$ cat config.mk
export PLATFORM = sky130hd
export DESIGN_NAME = branch_tag_ctrl
export DESIGN_NICKNAME = d
export VERILOG_FILES = /design/src/rtl/issue_pkg.sv /design/src/rtl/bid_age_cmp.sv /design/src/rtl/branch_tag_ctrl.sv
export SDC_FILE = /design/constraint.sdc
export NUM_CORES = 1
export LEC_CHECK = 0
export ABC_AREA = 1
export CORE_ASPECT_RATIO = 0.9
export CORE_MARGIN = 2
export CORE_UTILIZATION = 60
export CTS_BUF_LIST = sky130_fd_sc_hd__clkbuf_8
export DETAILED_ROUTE_END_ITERATION = 16
export PLACE_DENSITY = 0.84
export SYNTH_ARGS = -nofsm -noshare
export SYNTH_HDL_FRONTEND = slang
export SYNTH_SLANG_ARGS = --single-unit
export TNS_END_PERCENT = 50
$ cat constraint.sdc
create_clock -name clk -period 7.09 [get_ports clk]
set_clock_uncertainty 0.1 [all_clocks]
set_input_delay 1.418 -clock clk [delete_from_list [all_inputs] [get_ports clk]]
set_output_delay 1.418 -clock clk [all_outputs]
set_load 0.01 [all_outputs]
$ cat src/rtl/issue_pkg.sv
// Shared issue-stage types: branch ID width, bid pool size, tag FSM states
// and the age helper used by every structure that orders bids against tail.
package issue_pkg;

    localparam int BID_W   = 3;
    localparam int NUM_BID = 2 ** BID_W;

    typedef logic [BID_W-1:0] bid_t;

    typedef enum logic {
        RUN   = 1'b0,
        FLUSH = 1'b1
    } tag_state_e;

    // Distance from the oldest outstanding bid; wraps naturally in BID_W bits.
    function automatic bid_t bid_age(input bid_t bid, input bid_t tail);
        return bid - tail;
    endfunction

endpackage

$ cat src/rtl/bid_age_cmp.sv
// Age comparator: a_older is set when bid_a is strictly older than bid_b,
// both measured from the current tail. Shared with the issue-queue flush logic.
module bid_age_cmp
    import issue_pkg::*;
(
    input  bid_t bid_a,
    input  bid_t bid_b,
    input  bid_t tail,
    output logic a_older
);

    assign a_older = bid_age(bid_a, tail) < bid_age(bid_b, tail);

endmodule

$ cat src/rtl/branch_tag_ctrl.sv
// Branch ID pool: dual in-order allocation, resolve/retire, and mispredict
// flush sequencing. Optional statistics outputs under BRANCH_TAG_STATS_EN.
module branch_tag_ctrl
    import issue_pkg::*;
#(
    parameter int FLUSH_CYC = 2
) (
    input  logic               clk,
    input  logic               rst,
    input  logic               alloc_1_req,
    input  logic               alloc_2_req,
    output logic               alloc_1_gnt,
    output logic               alloc_2_gnt,
    output logic [BID_W-1:0]   alloc_1_bid,
    output logic [BID_W-1:0]   alloc_2_bid,
    input  logic               resolve_vld,
    input  logic [BID_W-1:0]   resolve_bid,
    input  logic               resolve_mispredict,
    output logic               flush_en,
    output logic [BID_W-1:0]   flush_id,
    output logic               branch_full,
    output logic [NUM_BID-1:0] bid_busy
`ifdef BRANCH_TAG_STATS_EN
    ,
    output logic [15:0]        mispredict_cnt,
    output logic [15:0]        stall_cnt
`endif
);

    localparam logic [BID_W:0] NUM_C = (BID_W + 1)'(NUM_BID);
    localparam logic [BID_W:0] ONE   = (BID_W + 1)'(1);
    localparam logic [BID_W:0] TWO   = (BID_W + 1)'(2);

    bid_t               head_reg, head_next;
    bid_t               tail_reg, tail_next;
    bid_t               flush_id_reg;
    logic [BID_W:0]     count_reg, count_next;
    logic [NUM_BID-1:0] busy_reg, busy_next;
    logic [NUM_BID-1:0] resolved_reg, resolved_next;
    tag_state_e         state_reg, state_next;
    logic [3:0]         stall_reg, stall_next;
    logic               flush_en_reg;
    logic               branch_full_reg;

    logic               mp_raw, mp_acc, cr_acc, rb_older, retire, gnt_ok;
    logic [BID_W:0]     free_now, need_2;
    bid_t               mp_age;
    logic [NUM_BID-1:0] younger;

    // A mispredict during FLUSH only counts if it is older than the one in flight.
    bid_age_cmp u_flush_cmp (
        .bid_a   (resolve_bid),
        .bid_b   (flush_id_reg),
        .tail    (tail_reg),
        .a_older (rb_older)
    );

    assign mp_raw   = resolve_vld & resolve_mispredict & busy_reg[resolve_bid];
    assign mp_acc   = mp_raw & ((state_reg == RUN) | rb_older);
    assign cr_acc   = resolve_vld & ~resolve_mispredict & busy_reg[resolve_bid];
    assign retire   = busy_reg[tail_reg] & resolved_reg[tail_reg];
    assign free_now = NUM_C - count_reg;
    assign need_2   = alloc_1_req ? TWO : ONE;
    assign gnt_ok   = rst & (state_reg == RUN) & ~mp_raw;

    assign alloc_1_gnt = gnt_ok & alloc_1_req & (free_now >= ONE);
    assign alloc_2_gnt = gnt_ok & alloc_2_req & (free_now >= need_2)
                         & (alloc_1_gnt | ~alloc_1_req);
    assign alloc_1_bid = head_reg;
    assign alloc_2_bid = alloc_1_req ? head_reg + bid_t'(1) : head_reg;

    assign mp_age = bid_age(resolve_bid, tail_reg);

    for (genvar gi = 0; gi < NUM_BID; gi++) begin : g_younger
        assign younger[gi] = bid_age(bid_t'(gi), tail_reg) > mp_age;
    end

    always_comb begin
        busy_next     = busy_reg;
        resolved_next = resolved_reg;
        tail_next     = tail_reg;
        head_next     = head_reg + bid_t'(alloc_1_gnt) + bid_t'(alloc_2_gnt);
        if (alloc_1_gnt) begin
            busy_next[alloc_1_bid]     = 1'b1;
            resolved_next[alloc_1_bid] = 1'b0;
        end
        if (alloc_2_gnt) begin
            busy_next[alloc_2_bid]     = 1'b1;
            resolved_next[alloc_2_bid] = 1'b0;
        end
        if (cr_acc) begin
            resolved_next[resolve_bid] = 1'b1;
        end
        if (retire) begin
            busy_next[tail_reg]     = 1'b0;
            resolved_next[tail_reg] = 1'b0;
            tail_next               = tail_reg + bid_t'(1);
        end
        // The mispredicted branch itself is done; it retires once it reaches tail.
        if (mp_acc) begin
            busy_next                  = busy_next & ~younger;
            resolved_next              = resolved_next & ~younger;
            resolved_next[resolve_bid] = 1'b1;
            head_next                  = resolve_bid + bid_t'(1);
        end
        count_next = '0;
        for (int i = 0; i < NUM_BID; i++) begin
            count_next = count_next + (BID_W + 1)'(busy_next[i]);
        end
    end

    always_comb begin
        state_next = state_reg;
        stall_next = stall_reg;
        case (state_reg)
            RUN: begin
                if (mp_acc) begin
                    state_next = FLUSH;
                    stall_next = 4'(FLUSH_CYC);
                end
            end
            FLUSH: begin
                if (mp_acc) begin
                    stall_next = 4'(FLUSH_CYC);
                end else if (stall_reg == 4'd0) begin
                    state_next = RUN;
                end else begin
                    stall_next = stall_reg - 4'd1;
                end
            end
            default: begin
                state_next = RUN;
                stall_next = 4'd0;
            end
        endcase
    end

    always_ff @(posedge clk or negedge rst) begin
        if (!rst) begin
            head_reg        <= '0;
            tail_reg        <= '0;
            count_reg       <= '0;
            busy_reg        <= '0;
            resolved_reg    <= '0;
            state_reg       <= RUN;
            stall_reg       <= 4'd0;
            flush_en_reg    <= 1'b0;
            flush_id_reg    <= '0;
            branch_full_reg <= 1'b0;
        end else begin
            head_reg        <= head_next;
            tail_reg        <= tail_next;
            count_reg       <= count_next;
            busy_reg        <= busy_next;
            resolved_reg    <= resolved_next;
            state_reg       <= state_next;
            stall_reg       <= stall_next;
            flush_en_reg    <= mp_acc;
            flush_id_reg    <= mp_acc ? resolve_bid : flush_id_reg;
            branch_full_reg <= (NUM_C - count_next) < TWO;
        end
    end

    assign flush_en    = flush_en_reg;
    assign flush_id    = flush_id_reg;
    assign branch_full = branch_full_reg;
    assign bid_busy    = busy_reg;

`ifdef BRANCH_TAG_STATS_EN
    logic [15:0] mispredict_cnt_reg;
    logic [15:0] stall_cnt_reg;
    logic        stall_event;

    assign stall_event = (alloc_1_req & ~alloc_1_gnt) | (alloc_2_req & ~alloc_2_gnt);

    always_ff @(posedge clk or negedge rst) begin
        if (!rst) begin
            mispredict_cnt_reg <= 16'd0;
            stall_cnt_reg      <= 16'd0;
        end else begin
            if (mp_acc && mispredict_cnt_reg != 16'hFFFF) begin
                mispredict_cnt_reg <= mispredict_cnt_reg + 16'd1;
            end
            if (stall_event && stall_cnt_reg != 16'hFFFF) begin
                stall_cnt_reg <= stall_cnt_reg + 16'd1;
            end
        end
    end

    assign mispredict_cnt = mispredict_cnt_reg;
    assign stall_cnt      = stall_cnt_reg;
`else
    // No statistics hardware in this build.
`endif

endmodule

==> Word level (Yosys, flattened, before mapping) <==
Cells that the tools add are included.
{ "totals": {"ff_bits": 36, "input_bits": 9, "output_inout_bits": 21, "word_cells": 130} }
{ "op_classes": {"addsub": 25, "order_cmp": 20, "n_eq_ne": 2, "n_mux": 34, "bitwise": 33, "n_reduce_logical": 6} }
{ "ops": {"columns": ["op", "count"], "rows": [
  ["$mux W8", 9],
  ["$and A8 B8 Y8", 6],
  ["$not A8 Y8", 4],
  ["$or A8 B8 Y8", 4],
  ["$gt A3 B3 Y1", 8],
  ["$add A4 B1 Y4", 4],
  ["$lt A3 B4 Y1 const B", 4],
  ["$and A1 B1 Y1", 13],
  ["$demux W1 S3", 4],
  ["$ge A3 B1 Y1 const B", 4],
  ["$mux W4", 3],
  ["$sub A3 B3 Y3 const A", 4],
  ["$mux W1", 10],
  ["$add A3 B1 Y3 const B", 3],
  ["$bmux W1 S3", 3],
  ["$pmux W4 S2", 1],
  ["$sub A4 B4 Y4 const A", 2],
  ["$add A3 B1 Y3", 2],
  ["$mux W3", 2],
  ["$sub A1 B3 Y3 const A", 2],
  ["$sub A2 B3 Y3 const A", 2],
  ["$sub A3 B3 Y3", 2],
  ["$add A3 B1 Y4", 1],
  ["$ge A4 B1 Y1 const B", 1],
  ["15 further kinds", 22]
]} }

==> Longest topological paths before layout <==
{ "depth": {"depth_word": 23, "depth_mapped": 28} }

==> Modules after synthesis <==
Synthesis repeated with hierarchy kept, for this count alone.
{ "hier_totals": {"cells_unflattened": 506, "area_unflattened_um2": 3439.5} }
{ "modules_own_cells": {"columns": ["module", "n_inst", "cells_per_inst", "area_each_um2", "seq_area_each_um2"], "rows": [
  ["branch_tag_ctrl", 1, 472, 3234.4, 900.9],
  ["bid_age_cmp", 1, 34, 205.2, 0.0]
]} }

==> Worst setup path after synthesis <==
No wires, ideal clock.
{ "synth_timing": {"kind": "in2reg", "start": "input resolve_bid[0]", "end": "register branch_full_reg, in the netlist branch_full", "setup_ns": 0.088, "arrival_time_ns": 6.776, "t_required_ns": 6.902, "setup_slack_ns": 0.125, "cell_stages": 28, "n_path_buf": 1, "path_cell_list": "buf_6 -> inv_8 -> ha_1 -> inv_1 -> fa_1 -> xor2_1 -> xor2_1 -> inv_1 -> ha_1 -> a21oi_1 -> nand2_1 -> a21oi_4 -> nand2_1 -> o21ai_0 -> a31oi_1 -> fa_1 -> fa_1 -> inv_1 -> fa_1 -> inv_1 -> ha_1 -> inv_1 -> fa_1 -> or2_2 -> nand2_1 -> nor3_1 -> xnor2_1 -> nor3b_1"} }
{ "synth_via": {"elab_chain_cells": 23} }
{ "synth_rtl": {"columns": ["item", "line", "text"], "rows": [
  ["start: declaration", "branch_tag_ctrl.sv:17", "input logic [BID_W-1:0] resolve_bid,"],
  ["$bmux W1 S3", "branch_tag_ctrl.sv:58", "assign mp_raw = resolve_vld & resolve_mispredict & busy_reg[resolve_bid];"],
  ["$mux W1 (implied by the code)", "branch_tag_ctrl.sv:58", null],
  ["$and A1 B1 Y1", "branch_tag_ctrl.sv:58", null],
  ["$not A1 Y1", "branch_tag_ctrl.sv:64", "assign gnt_ok = rst & (state_reg == RUN) & ~mp_raw;"],
  ["$and A1 B1 Y1", "branch_tag_ctrl.sv:64", null],
  ["$and A1 B1 Y1 (2 in series)", "branch_tag_ctrl.sv:66", "assign alloc_1_gnt = gnt_ok & alloc_1_req & (free_now >= ONE);"],
  ["$mux W8 / $or A1 B1 Y1 (equally long branches)", "branch_tag_ctrl.sv:83, branch_tag_ctrl.sv:68", null],
  ["$or A8 B8 Y8 (no source line) / $and A1 B1 Y1 (equally long branches)", null, null],
  ["[5 not listed]", null, null],
  ["named net busy_next[1]", "branch_tag_ctrl.sv:38", "logic [NUM_BID-1:0] busy_reg, busy_next;"],
  ["$add A1 B1 Y2 *", "branch_tag_ctrl.sv:108", "count_next = count_next + (BID_W + 1)'(busy_next[i]);"],
  ["$add A2 B1 Y3 *", "branch_tag_ctrl.sv:108", null],
  ["$add A3 B1 Y4 *", "branch_tag_ctrl.sv:108", null],
  ["$add A4 B1 Y4 * (4 in series)", "branch_tag_ctrl.sv:108", null],
  ["named net count_next[2]", "branch_tag_ctrl.sv:37", "logic [BID_W:0] count_reg, count_next;"],
  ["$sub A4 B4 Y4 *", "branch_tag_ctrl.sv:160", "branch_full_reg <= (NUM_C - count_next) < TWO;"],
  ["$lt A4 B2 Y1 *", "branch_tag_ctrl.sv:160", null],
  ["end signal: assignment", "branch_tag_ctrl.sv:160", null],
  ["end: declaration", "branch_tag_ctrl.sv:43", "logic branch_full_reg;"]
]} }
Mark *: on every way through the listed nets, which the timed path passes. The rest lies on a longest branch. The select of a mux whose other input is x is not followed.
A chain may end at the register's enable or synchronous reset.

==> Worst setup path after layout <==
{ "layout_timing": {"start": "input resolve_bid[1]", "end": "register branch_full_reg, in the netlist branch_full"} }
{ "layout_lines": {"columns": ["item", "line", "text"], "rows": [
  ["$bmux W1 S3", "branch_tag_ctrl.sv:58", null],
  ["$mux W1 (implied by the code)", "branch_tag_ctrl.sv:58", null],
  ["$and A1 B1 Y1", "branch_tag_ctrl.sv:58", null],
  ["$not A1 Y1", "branch_tag_ctrl.sv:64", null],
  ["$and A1 B1 Y1", "branch_tag_ctrl.sv:64", null],
  ["$and A1 B1 Y1 (2 in series)", "branch_tag_ctrl.sv:66", null],
  ["$mux W8 / $or A1 B1 Y1 (equally long branches)", "branch_tag_ctrl.sv:83, branch_tag_ctrl.sv:68", null],
  ["$or A8 B8 Y8 (no source line) / $and A1 B1 Y1 (equally long branches)", null, null],
  ["[3 not listed]", null, null],
  ["$and A8 B8 Y8", "branch_tag_ctrl.sv:101", "busy_next = busy_next & ~younger;"],
  ["$mux W8 *", "branch_tag_ctrl.sv:100", "if (mp_acc) begin"],
  ["named net busy_next[3]", "branch_tag_ctrl.sv:38", null],
  ["$add A3 B1 Y4 *", "branch_tag_ctrl.sv:108", null],
  ["$add A4 B1 Y4 * (4 in series)", "branch_tag_ctrl.sv:108", null],
  ["named net count_next[2]", "branch_tag_ctrl.sv:37", null],
  ["$sub A4 B4 Y4 *", "branch_tag_ctrl.sv:160", null],
  ["$lt A4 B2 Y1 *", "branch_tag_ctrl.sv:160", null]
]} }
Marks and branches as above.

==> impl_metrics.env <==
export IMPL_status="complete, no violations"
export IMPL_grt_start_max_net_pins=37
export IMPL_yosys_area_share_simple_pct=28.2
export IMPL_drv_slew=0
export IMPL_start_util_pct=62.7
export IMPL_relSlewSlack_pct=67.8
export IMPL_fin_nets=555
export IMPL_wirelength_um=8860
export IMPL_fin_crit_ps=6700
export IMPL_ctsHtreeMaxLevel=2
export IMPL_fin_crit_sh_pct=94.5
export IMPL_area_growth_pct=14.9
export IMPL_die_h_um=74.7
export IMPL_grt_overflow_total=0
export IMPL_rrSetupSlack_ps=1070
export IMPL_synth_top_family_by_area="simple AND/OR/NAND/NOR gates"
export IMPL_antenna_left=0
export IMPL_clk_pin_slew_ps=80
export IMPL_cts_setup_buffers=0
export IMPL_synth_seq_area_share_pct=27.0
export IMPL_num_vias=3223
export IMPL_netlist_area_um2=3330
export IMPL_core_area_um2=5320
export IMPL_fillers=445
export IMPL_syn_inst=460
export IMPL_critical_path_class="input port to flip-flop"
export IMPL_rsz0062_at_grt="false"
export IMPL_crit_start="resolve_bid[1]"
export IMPL_hold_path_class="flip-flop to flip-flop"
export IMPL_gp_congestion=0.919
export IMPL_cts_hold_buf=0
export IMPL_path_common_cell="fa_1"
export IMPL_cts_num_sinks=36
export IMPL_dp_hpwl_um=6870
export IMPL_cts_tree="built"
export IMPL_yosysUniqueCellTypes=37
export IMPL_synthTopCellsByArea="dfrtp_1 27%, ha_1 15%, nand2_1 15%"
export IMPL_synth_edf_count=0
export IMPL_first_global_vias=3023
export IMPL_synth_seq_cells=36
export IMPL_grt_first_pass_wirelength_um=14500
export IMPL_synth_compound_gate_area_share_pct=10.5
export IMPL_worst_slack_ps=388
export IMPL_numCtsBuffers=5
export IMPL_rows=25
export IMPL_start_kind="input port"
export IMPL_end_kind="flip-flop"
export IMPL_yosys_area_share_adder_pct=19.2
export IMPL_fin_tns_setup_ps=0
export IMPL_post_cts_resized=0
export IMPL_clockBufferDepth=2
export IMPL_synth_most_common_cell="nand2_1"
export IMPL_detail_route_first_pass_iterations=5
export IMPL_die_w_um=82.6
export IMPL_cpPeakStageDelay_ps=520
export IMPL_dominantRegCellSynth="dfrtp_1"
export IMPL_layout_drive_gt1_share_pct=8.40
export IMPL_reg2reg_from="tail_reg[1]$_DFFE_PN0P_"
export IMPL_place_ws_ps=-206
export IMPL_ys_warn_count=0
export IMPL_netlist_area_leader_share_pct=27.0
export IMPL_drc_errors=0
export IMPL_worstPathRequired_ps=7200
export IMPL_dieArea_um2=6170
export IMPL_viasPerCell=5.68
export IMPL_hold_viol=0
export IMPL_syn_avg_cell_area_um2=7.25
export IMPL_ios=30
export IMPL_arrival_ps=6810
export IMPL_synth_mux_area_share_pct=0
export IMPL_crit_end="branch_full$_DFF_PN0_"
export IMPL_netlist_top_cells_count="129 x nand2_1, 78 x inv_1, 40 x ha_1"
export IMPL_synthArstFlopShare_pct=100
export IMPL_drtIter0Drc=378
export IMPL_post_drt_wl_per_cell_um=15.6
export IMPL_port_buffers=29
export IMPL_clock_latency_ps=300
export IMPL_worst_pin_slew_ps=482
export IMPL_synth_nets=516
export IMPL_cts_root_buf="clkbuf_8"
export IMPL_cp_max_fo=5
export IMPL_synth_xor_area_share_pct=3.42
export IMPL_setup_viol=0
export IMPL_crit_slowest_cell="fa_1"
export IMPL_grt_use_total_pct=31.2
export IMPL_r2r_cells=25
export IMPL_fmax_mhz=149
export IMPL_r2r_end="branch_full$_DFF_PN0_"
export IMPL_yosysTopAreaCell="dfrtp_1"
export IMPL_diodes=0
export IMPL_grt_antenna_before_repair=0
export IMPL_drv_cap=0
per-stage QoR:
step	instance area, µm²	hold WS, ps	instances	util (%)
finish	3830	439	567	72.0
global route	3830	471	567	72.0
CTS	3830	443	567	72.0
detailed placement	3710	427	559	69.9
global placement	3710	421	559	69.9
floorplan	3330	390	460	-
critical path, delay by kind of cell:
family / cells / cell delay, ps
buffers and inverters: 5 / 720
AO/OA/AOI/OAI: 4 / 570
AND/OR/NAND/NOR: 6 / 850
XOR/XNOR: 3 / 520
adder cells (fa/ha/maj): 7 / 2750
routing by layer:
| layer | GRT usage [%] | wire, µm |
|---|---|---|
| met1 | 42.5 | 3630 |
| met2 | 52.8 | 4240 |
| met3 | 5.28 | 853 |
| met4 | 6.74 | 136 |
| met5 | 0 | 0 |
cell type report:
class	count	area (µm²)	share of cell area [%]
well taps	67	83.8	2.19
repair buffers	39	363	9.48
inverters	85	327	8.53
flip-flops and latches	36	901	23.5
multi-input cells	332	2040	53.4
clock inverters	3	42.5	1.11
clock buffers	5	68.8	1.80
cells in the final DEF, fill, tap and decap left out, types with 2 or more instances in the layout:
cell / n
o21bai_1: 8
buf_4: 10
inv_2: 5
a21oi_1: 24
nand4_1: 10
nand2_1: 129
ha_1: 40
clkbuf_8: 5
dfrtp_1: 36
a31oi_1: 2
nand2_2: 7
o21ai_0: 13
nand3_1: 31
fa_1: 7
nor2_1: 19
inv_1: 78
nor2_2: 2
o21ai_1: 4
xnor2_1: 5
a21oi_2: 3
nor3_1: 7
xor2_1: 8
a21boi_0: 2
clkdlybuf4s50_1: 27
worst min path at each step:
stage                                    startpoint                         to  cells after the start
after floorplan           resolved_reg[5]$_DFF_PN0_  resolved_reg[5]$_DFF_PN0_                      2
final                      stall_reg[3]$_DFFE_PN0P_   stall_reg[3]$_DFFE_PN0P_                      3
after global placement    resolved_reg[6]$_DFF_PN0_  resolved_reg[6]$_DFF_PN0_                      2
after global routing       stall_reg[3]$_DFFE_PN0P_   stall_reg[3]$_DFFE_PN0P_                      3
after CTS                  stall_reg[3]$_DFFE_PN0P_   stall_reg[3]$_DFFE_PN0P_                      3
after detailed placement   stall_reg[3]$_DFFE_PN0P_   stall_reg[3]$_DFFE_PN0P_                      3
cell families (layout without fill, tap and decap cells):
group,after synthesis,in the layout
buf+inv,92,132
fa+ha+maj,47,47
compound gates,59,59
xor+xnor,13,13
simple gates,213,213
flops,36,36
Power is left out: the tool's default activity adds up to more than one toggle a clock period on the data nets, which glitch-free logic cannot reach.
